==> config.mk <==
export PLATFORM = sky130hd
export DESIGN_NAME = timer_ctrl
export DESIGN_NICKNAME = d
export VERILOG_FILES = /design/src/rtl/timer_pkg.sv /design/src/rtl/tick_prescaler.sv /design/src/rtl/timer_ctrl.sv
export SDC_FILE = /design/constraint.sdc
export NUM_CORES = 1
export LEC_CHECK = 0
export BUFFER_PORTS_ARGS = -buffer_cell sky130_fd_sc_hd__buf_2
export CAP_MARGIN = 10
export CORE_MARGIN = 2
export CORE_UTILIZATION = 46
export CTS_BUF_LIST = sky130_fd_sc_hd__clkbuf_16
export CTS_CLUSTER_SIZE = 12
export DETAILED_ROUTE_END_ITERATION = 12
export SYNTH_ARGS = -nofsm -noshare
export SYNTH_HDL_FRONTEND = slang
export SYNTH_SLANG_ARGS = --single-unit
export TNS_END_PERCENT = 5
==> constraint.sdc <==
create_clock -name clk -period 3 [get_ports clk]
set_input_delay 0.6 -clock clk [delete_from_list [all_inputs] [get_ports clk]]
set_output_delay 0.6 -clock clk [all_outputs]
set_load 0.01 [all_outputs]
==> src/rtl/timer_pkg.sv <==
// rtl/timer_pkg.sv - shared types and constants for the two-digit timer controller
package timer_pkg;

  // Controller state, 2-bit encoding
  typedef enum logic [1:0] {
    ST_IDLE    = 2'd0,
    ST_RUN     = 2'd1,
    ST_PAUSE   = 2'd2,
    ST_EXPIRED = 2'd3
  } state_t;

  // Counting direction as sampled from up_down
  localparam logic DIR_UP   = 1'b0;
  localparam logic DIR_DOWN = 1'b1;

  // Two display digits give 0..99
  localparam int unsigned DEFAULT_MAX_COUNT = 99;

  // Clamp an 8-bit preset to the count range (unsigned compare)
  function automatic logic [7:0] sat_count(input logic [7:0] val, input logic [7:0] max_val);
    return (val > max_val) ? max_val : val;
  endfunction

endpackage

==> src/rtl/tick_prescaler.sv <==
// rtl/tick_prescaler.sv - divides clk down to one terminal-count pulse every TICK_DIV enabled cycles
module tick_prescaler #(
  parameter int unsigned TICK_DIV = 50_000_000
) (
  input  logic clk,
  input  logic reset,
  input  logic enable,
  input  logic clear,
  output logic tc
);

  localparam int unsigned CNT_W = $clog2(TICK_DIV);
  localparam logic [CNT_W-1:0] LAST = CNT_W'(TICK_DIV - 1);

  logic [CNT_W-1:0] cnt_q;
  logic [CNT_W-1:0] cnt_d;

  // Terminal count is only meaningful while the counter is advancing
  assign tc = enable && (cnt_q == LAST);

  // Next prescaler value: clear wins, disabled holds the partial period
  always_comb begin
    cnt_d = cnt_q;
    if (clear) begin
      cnt_d = '0;
    end else if (enable) begin
      cnt_d = (cnt_q == LAST) ? '0 : cnt_q + 1'b1;
    end
  end

  // Prescaler register
  always_ff @(posedge clk or negedge reset) begin
    if (!reset) begin
      cnt_q <= '0;
    end else begin
      cnt_q <= cnt_d;
    end
  end

endmodule

==> src/rtl/timer_ctrl.sv <==
// rtl/timer_ctrl.sv - run/pause/expire controller and count register for the 0..99 timer
module timer_ctrl
  import timer_pkg::*;
#(
  parameter int unsigned TICK_DIV  = 50_000_000,
  parameter int unsigned MAX_COUNT = DEFAULT_MAX_COUNT
) (
  input  logic       clk,
  input  logic       reset,
  input  logic       start_stop,
  input  logic       clear,
  input  logic       preset_load,
  input  logic [7:0] preset_val,
  input  logic       up_down,
  output logic [7:0] count,
  output logic       tick,
  output logic       running,
  output logic       paused,
  output logic       expired
);

  localparam logic [7:0] MAX_C = 8'(MAX_COUNT);

  state_t     state_q;
  state_t     state_d;
  logic [7:0] count_q;
  logic [7:0] count_d;
  logic       dir_q;
  logic       dir_d;
  logic       tick_q;
  logic       tick_d;

  logic       ps_enable;
  logic       ps_clear;
  logic       ps_tc;
  logic [7:0] stepped;
  logic       hit_zero;

  // The prescaler advances on every RUN cycle, including the edge that pauses,
  // and is held at zero whenever no count is in progress.
  assign ps_enable = (state_q == ST_RUN);
  assign ps_clear  = clear || (state_q == ST_IDLE) || (state_q == ST_EXPIRED);

  tick_prescaler #(
    .TICK_DIV (TICK_DIV)
  ) u_prescaler (
    .clk    (clk),
    .reset  (reset),
    .enable (ps_enable),
    .clear  (ps_clear),
    .tc     (ps_tc)
  );

  // Count value after one step in the latched direction
  always_comb begin
    stepped  = count_q;
    hit_zero = 1'b0;
    if (dir_q == DIR_UP) begin
      stepped = (count_q >= MAX_C) ? 8'd0 : count_q + 8'd1;
    end else begin
      stepped  = (count_q == 8'd0) ? 8'd0 : count_q - 8'd1;
      hit_zero = (count_q <= 8'd1);
    end
  end

  // Next-state, count and tick decode; clear > start_stop > preset_load
  always_comb begin
    state_d = state_q;
    count_d = count_q;
    dir_d   = dir_q;
    tick_d  = 1'b0;
    case (state_q)
      ST_IDLE: begin
        if (clear) begin
          count_d = 8'd0;
        end else if (start_stop) begin
          // A countdown from zero has nothing to do
          if (!((up_down == DIR_DOWN) && (count_q == 8'd0))) begin
            dir_d   = up_down;
            state_d = ST_RUN;
          end
        end else if (preset_load) begin
          count_d = sat_count(preset_val, MAX_C);
        end
      end
      ST_RUN: begin
        if (clear) begin
          state_d = ST_IDLE;
          count_d = 8'd0;
        end else begin
          if (ps_tc) begin
            count_d = stepped;
            tick_d  = 1'b1;
            if (hit_zero) begin
              state_d = ST_EXPIRED;
            end
          end
          // Reaching zero on the same edge takes precedence over pausing
          if (start_stop && !(ps_tc && hit_zero)) begin
            state_d = ST_PAUSE;
          end
        end
      end
      ST_PAUSE: begin
        if (clear) begin
          state_d = ST_IDLE;
          count_d = 8'd0;
        end else if (start_stop) begin
          state_d = ST_RUN;
        end
      end
      ST_EXPIRED: begin
        count_d = 8'd0;
        if (clear || start_stop) begin
          state_d = ST_IDLE;
        end
      end
      default: begin
        state_d = ST_IDLE;
        count_d = 8'd0;
      end
    endcase
  end

  // Controller registers
  always_ff @(posedge clk or negedge reset) begin
    if (!reset) begin
      state_q <= ST_IDLE;
      count_q <= 8'd0;
      dir_q   <= DIR_UP;
      tick_q  <= 1'b0;
    end else begin
      state_q <= state_d;
      count_q <= count_d;
      dir_q   <= dir_d;
      tick_q  <= tick_d;
    end
  end

  assign count   = count_q;
  assign tick    = tick_q;
  assign running = (state_q == ST_RUN);
  assign paused  = (state_q == ST_PAUSE);
  assign expired = (state_q == ST_EXPIRED);

endmodule

==> flow_metrics.py <==
metrics = {
    "status": {
        "status": "finished clean",
    },
    "worst_setup_path": {
        "r2r_end": "count[1]$_DFFE_PN0P_",
        "slowest_stage": "o31a_4",
        "crit_chain": "nor4bb_1 > nand3_1 > o31a_4 > nor2_4 > mux2_2",
        "worst_setup_path_end_kind": "flip-flop",
        "reg2reg_depth": 5,
        "timing.rr.start": "u_prescaler.cnt_q[10]$_DFFE_PN0P_",
        "crit_type": "reg -> reg",
        "cp.arrival_ns": 2.59,
        "worstPathRequired_ns": 3.16,
        "worstSetupStartpointType": "flip-flop",
        "max_stage_delay_ns": 0.55,
        "r2r_slack_ns": 0.57,
        "critical_path.max_fanout": 41,
    },
    "floorplan": {
        "core_um2": 5440,
        "rows": 27,
        "start_util_pct": 47.2,
        "dieArea_um2": 6200,
        "die_x_um": 78.7,
        "dieHeight_um": 78.7,
        "ioPinCount": 26,
    },
    "cts": {
        "clkTransAtPathRegs_ns": 0.06,
        "clk_latency_ns": 0.28,
        "cts.sinks": 38,
        "htreeDepth": 2,
        "post_cts_buffers": 0,
        "cts_buffers": 5,
        "cts_tree": "built",
        "cts_hold_buf": 0,
        "root_buffer": "clkbuf_16",
        "cts_buffer_depth": 2,
        "cts-resized-gates": 0,
    },
    "sta": {
        "maxSlewViolCount": 0,
        "worst_pin_slew_ns": 0.861,
        "fmax_mhz": 412,
        "finalCriticalPeriod_ns": 2.43,
        "min_period_over_period_pct": 80.9,
        "finalHoldViolations": 0,
        "setup_violations": 0,
        "tns_ns": 0,
        "slew_headroom_pct": 42.6,
        "grt_setup_unrepaired": "false",
        "holdWs_ns": 0.435,
        "fin_skew_ns": 0.00589,
    },
    "synthesis": {
        "syn_area_um2": 2570,
        "synth_warnings": 0,
        "ys_ff_latch": 38,
        "async_reset_ff_share_pct": 100,
        "synthCells": 294,
        "synth-edff-count": 0,
        "ys_seq_area_share_pct": 37.0,
        "ys_types": 58,
        "syn_area_per_cell_um2": 8.73,
        "synthFlopType": "dfrtp_1",
        "syn-num-nets": 313,
    },
    "cells_and_area": {
        "n_antenna_cell": 0,
        "final_cell_mix": "dfrtp_1, nand2_1, buf_2",
        "drive_above_1_share_pct": 15.8,
        "syn2layout_area_growth_pct": 9.89,
        "layout_commonest_cell": "dfrtp_1",
        "fin_nets": 328,
        "postLayoutCoreUtil_pct": 51.9,
    },
    "global_route": {
        "grt_pass1_vias": 2101,
        "grt_max_degree": 42,
        "overflow": 0,
        "grt_usage_pct": 21.6,
        "grt_pass1_wl_um": 10700,
        "antenna_found_initial": 0,
    },
    "power_and_ir_drop": {
        "irDropWorstVdd_mv": 0.218,
        "clock_power_share_pct": 35.8,
        "pwr-share-seq_pct": 43.2,
        "power.density_nw_per_um2": 497,
        "leakagePower_uw": 0.00112,
        "p_sw_share_pct": 31.3,
        "intPower_uw": 963,
        "p_sw_uw": 440,
        "power_frac_comb_pct": 20.9,
    },
    "drt": {
        "viasPerCell": 6.14,
        "drt_wl_total_um": 6260,
        "drc_errors": 0,
        "drtIter0Drc": 164,
        "drt-wirelength-per-cell_um": 16.4,
        "drtPass1Iterations": 4,
        "ant_nets": 0,
        "num_vias": 2346,
    },
    "placement": {
        "place.gp.congestion": 0.824,
        "portBuffers": 25,
        "hpwl_um": 4300,
    },
    "min_path": {
        "worstHoldPathType": "in -> async",
    },
    "job": {
        "drv_cap": 0,
    },
}
## layer usage
metal,GRT usage [%],wire [µm]
met5,0,0
met4,5.61,31
met3,3.07,234
met2,33.7,2970
met1,31.6,3020
## how the worst max path moves through the flow
| stage | startpoint | end | slack (ns) | depth (start not counted) |
|---|---|---|---|---|
| after detailed placement | u_prescaler.cnt_q[10]$_DFFE_PN0P_ | count[1]$_DFFE_PN0P_ | 0.61 | 5 |
| final | u_prescaler.cnt_q[10]$_DFFE_PN0P_ | count[1]$_DFFE_PN0P_ | 0.57 | 5 |
| after global routing | u_prescaler.cnt_q[0]$_DFFE_PN0P_ | count[1]$_DFFE_PN0P_ | 0.43 | 6 |
| after CTS | u_prescaler.cnt_q[10]$_DFFE_PN0P_ | count[1]$_DFFE_PN0P_ | 0.61 | 5 |
| after floorplan | count[0]$_DFFE_PN0P_ | count[5]$_DFFE_PN0P_ | 0.76 | 7 |
| after global placement | u_prescaler.cnt_q[0]$_DFFE_PN0P_ | count[0]$_DFFE_PN0P_ | 0.69 | 6 |
## Yosys cell counts, types with 4 or more instances
cell type   n  share of area [%]
nand3_1    16                3.1
inv_1       8                1.2
o21ai_0    17                3.3
a41oi_1     6                2.0
and4_1      4                1.4
o31ai_1     4                1.2
buf_6       4                1.8
o21ai_1     5               0.97
a31oi_1    22                5.4
nand4_1     8                1.9
nand2b_1    7                1.7
clkbuf_1    9                1.3
ha_1        5                2.4
nand2_1    26                3.8
a22o_1      7                2.4
nand4b_1    5                1.7
buf_2       4               0.78
dfrtp_1    38                 37
or3_1       4               0.97
nor2_1     19                2.8
a21oi_1    21                4.1
nor4_1      5                1.2
## flip-flops by register name, summed over array words and instances, names as in the netlist
signal / flops
count: 8
dir_q: 1
state_q: 2
tick: 1
u_prescaler.cnt_q: 26
## power groups by stage
stage	Sequential, µW	Combinational (µW)	Clock (µW)
after global placement	615	292	0
after global routing	615	332	533
after floorplan	577	242	0
final	607	294	503
after detailed placement	614	293	0
after CTS	606	295	511
## cell type report
| class | instances | area, µm² |
|---|---|---|
| clock buffer | 5 | 125 |
| clock inverter | 3 | 12.5 |
| fill | 510 | 2620 |
| inverter | 8 | 30.0 |
| multi-input combinational | 230 | 1480 |
| sequential | 38 | 951 |
| tap | 72 | 90.1 |
| timing repair buffer | 26 | 133 |
## through the flow
stage,setup slack [ns],area [µm²],instances,total power (µW)
6_report,0.574,2820,382,1400
3_5_place_dp,0.614,2680,374,908
2_1_floorplan,0.758,2570,294,819
4_1_cts,0.610,2820,382,1410
3_3_place_gp,0.694,2680,374,906
5_1_grt,0.434,2820,382,1480
## kinds of logic (layout without fill, tap and decap cells)
logic type	Yosys count	after routing	synth area share [%]
AO/OA/AOI/OAI	99	99	25.6
XOR/XNOR	2	2	0.682
adder cells (fa/ha/maj)	5	5	2.44
buffers and inverters	26	42	5.31
flip-flops	38	38	37.0
multiplexers	4	4	1.71
AND/OR/NAND/NOR	120	120	27.2
## critical path: cells and delay by family, from the launching register on
kind / cells / cell delay (ns)
AND/OR/NAND/NOR: 3 / 0.94
multiplexers: 1 / 0.36
AO/OA/AOI/OAI: 1 / 0.55
flip-flops: 1 / 0.45
Power figures use the tool's default switching activity.
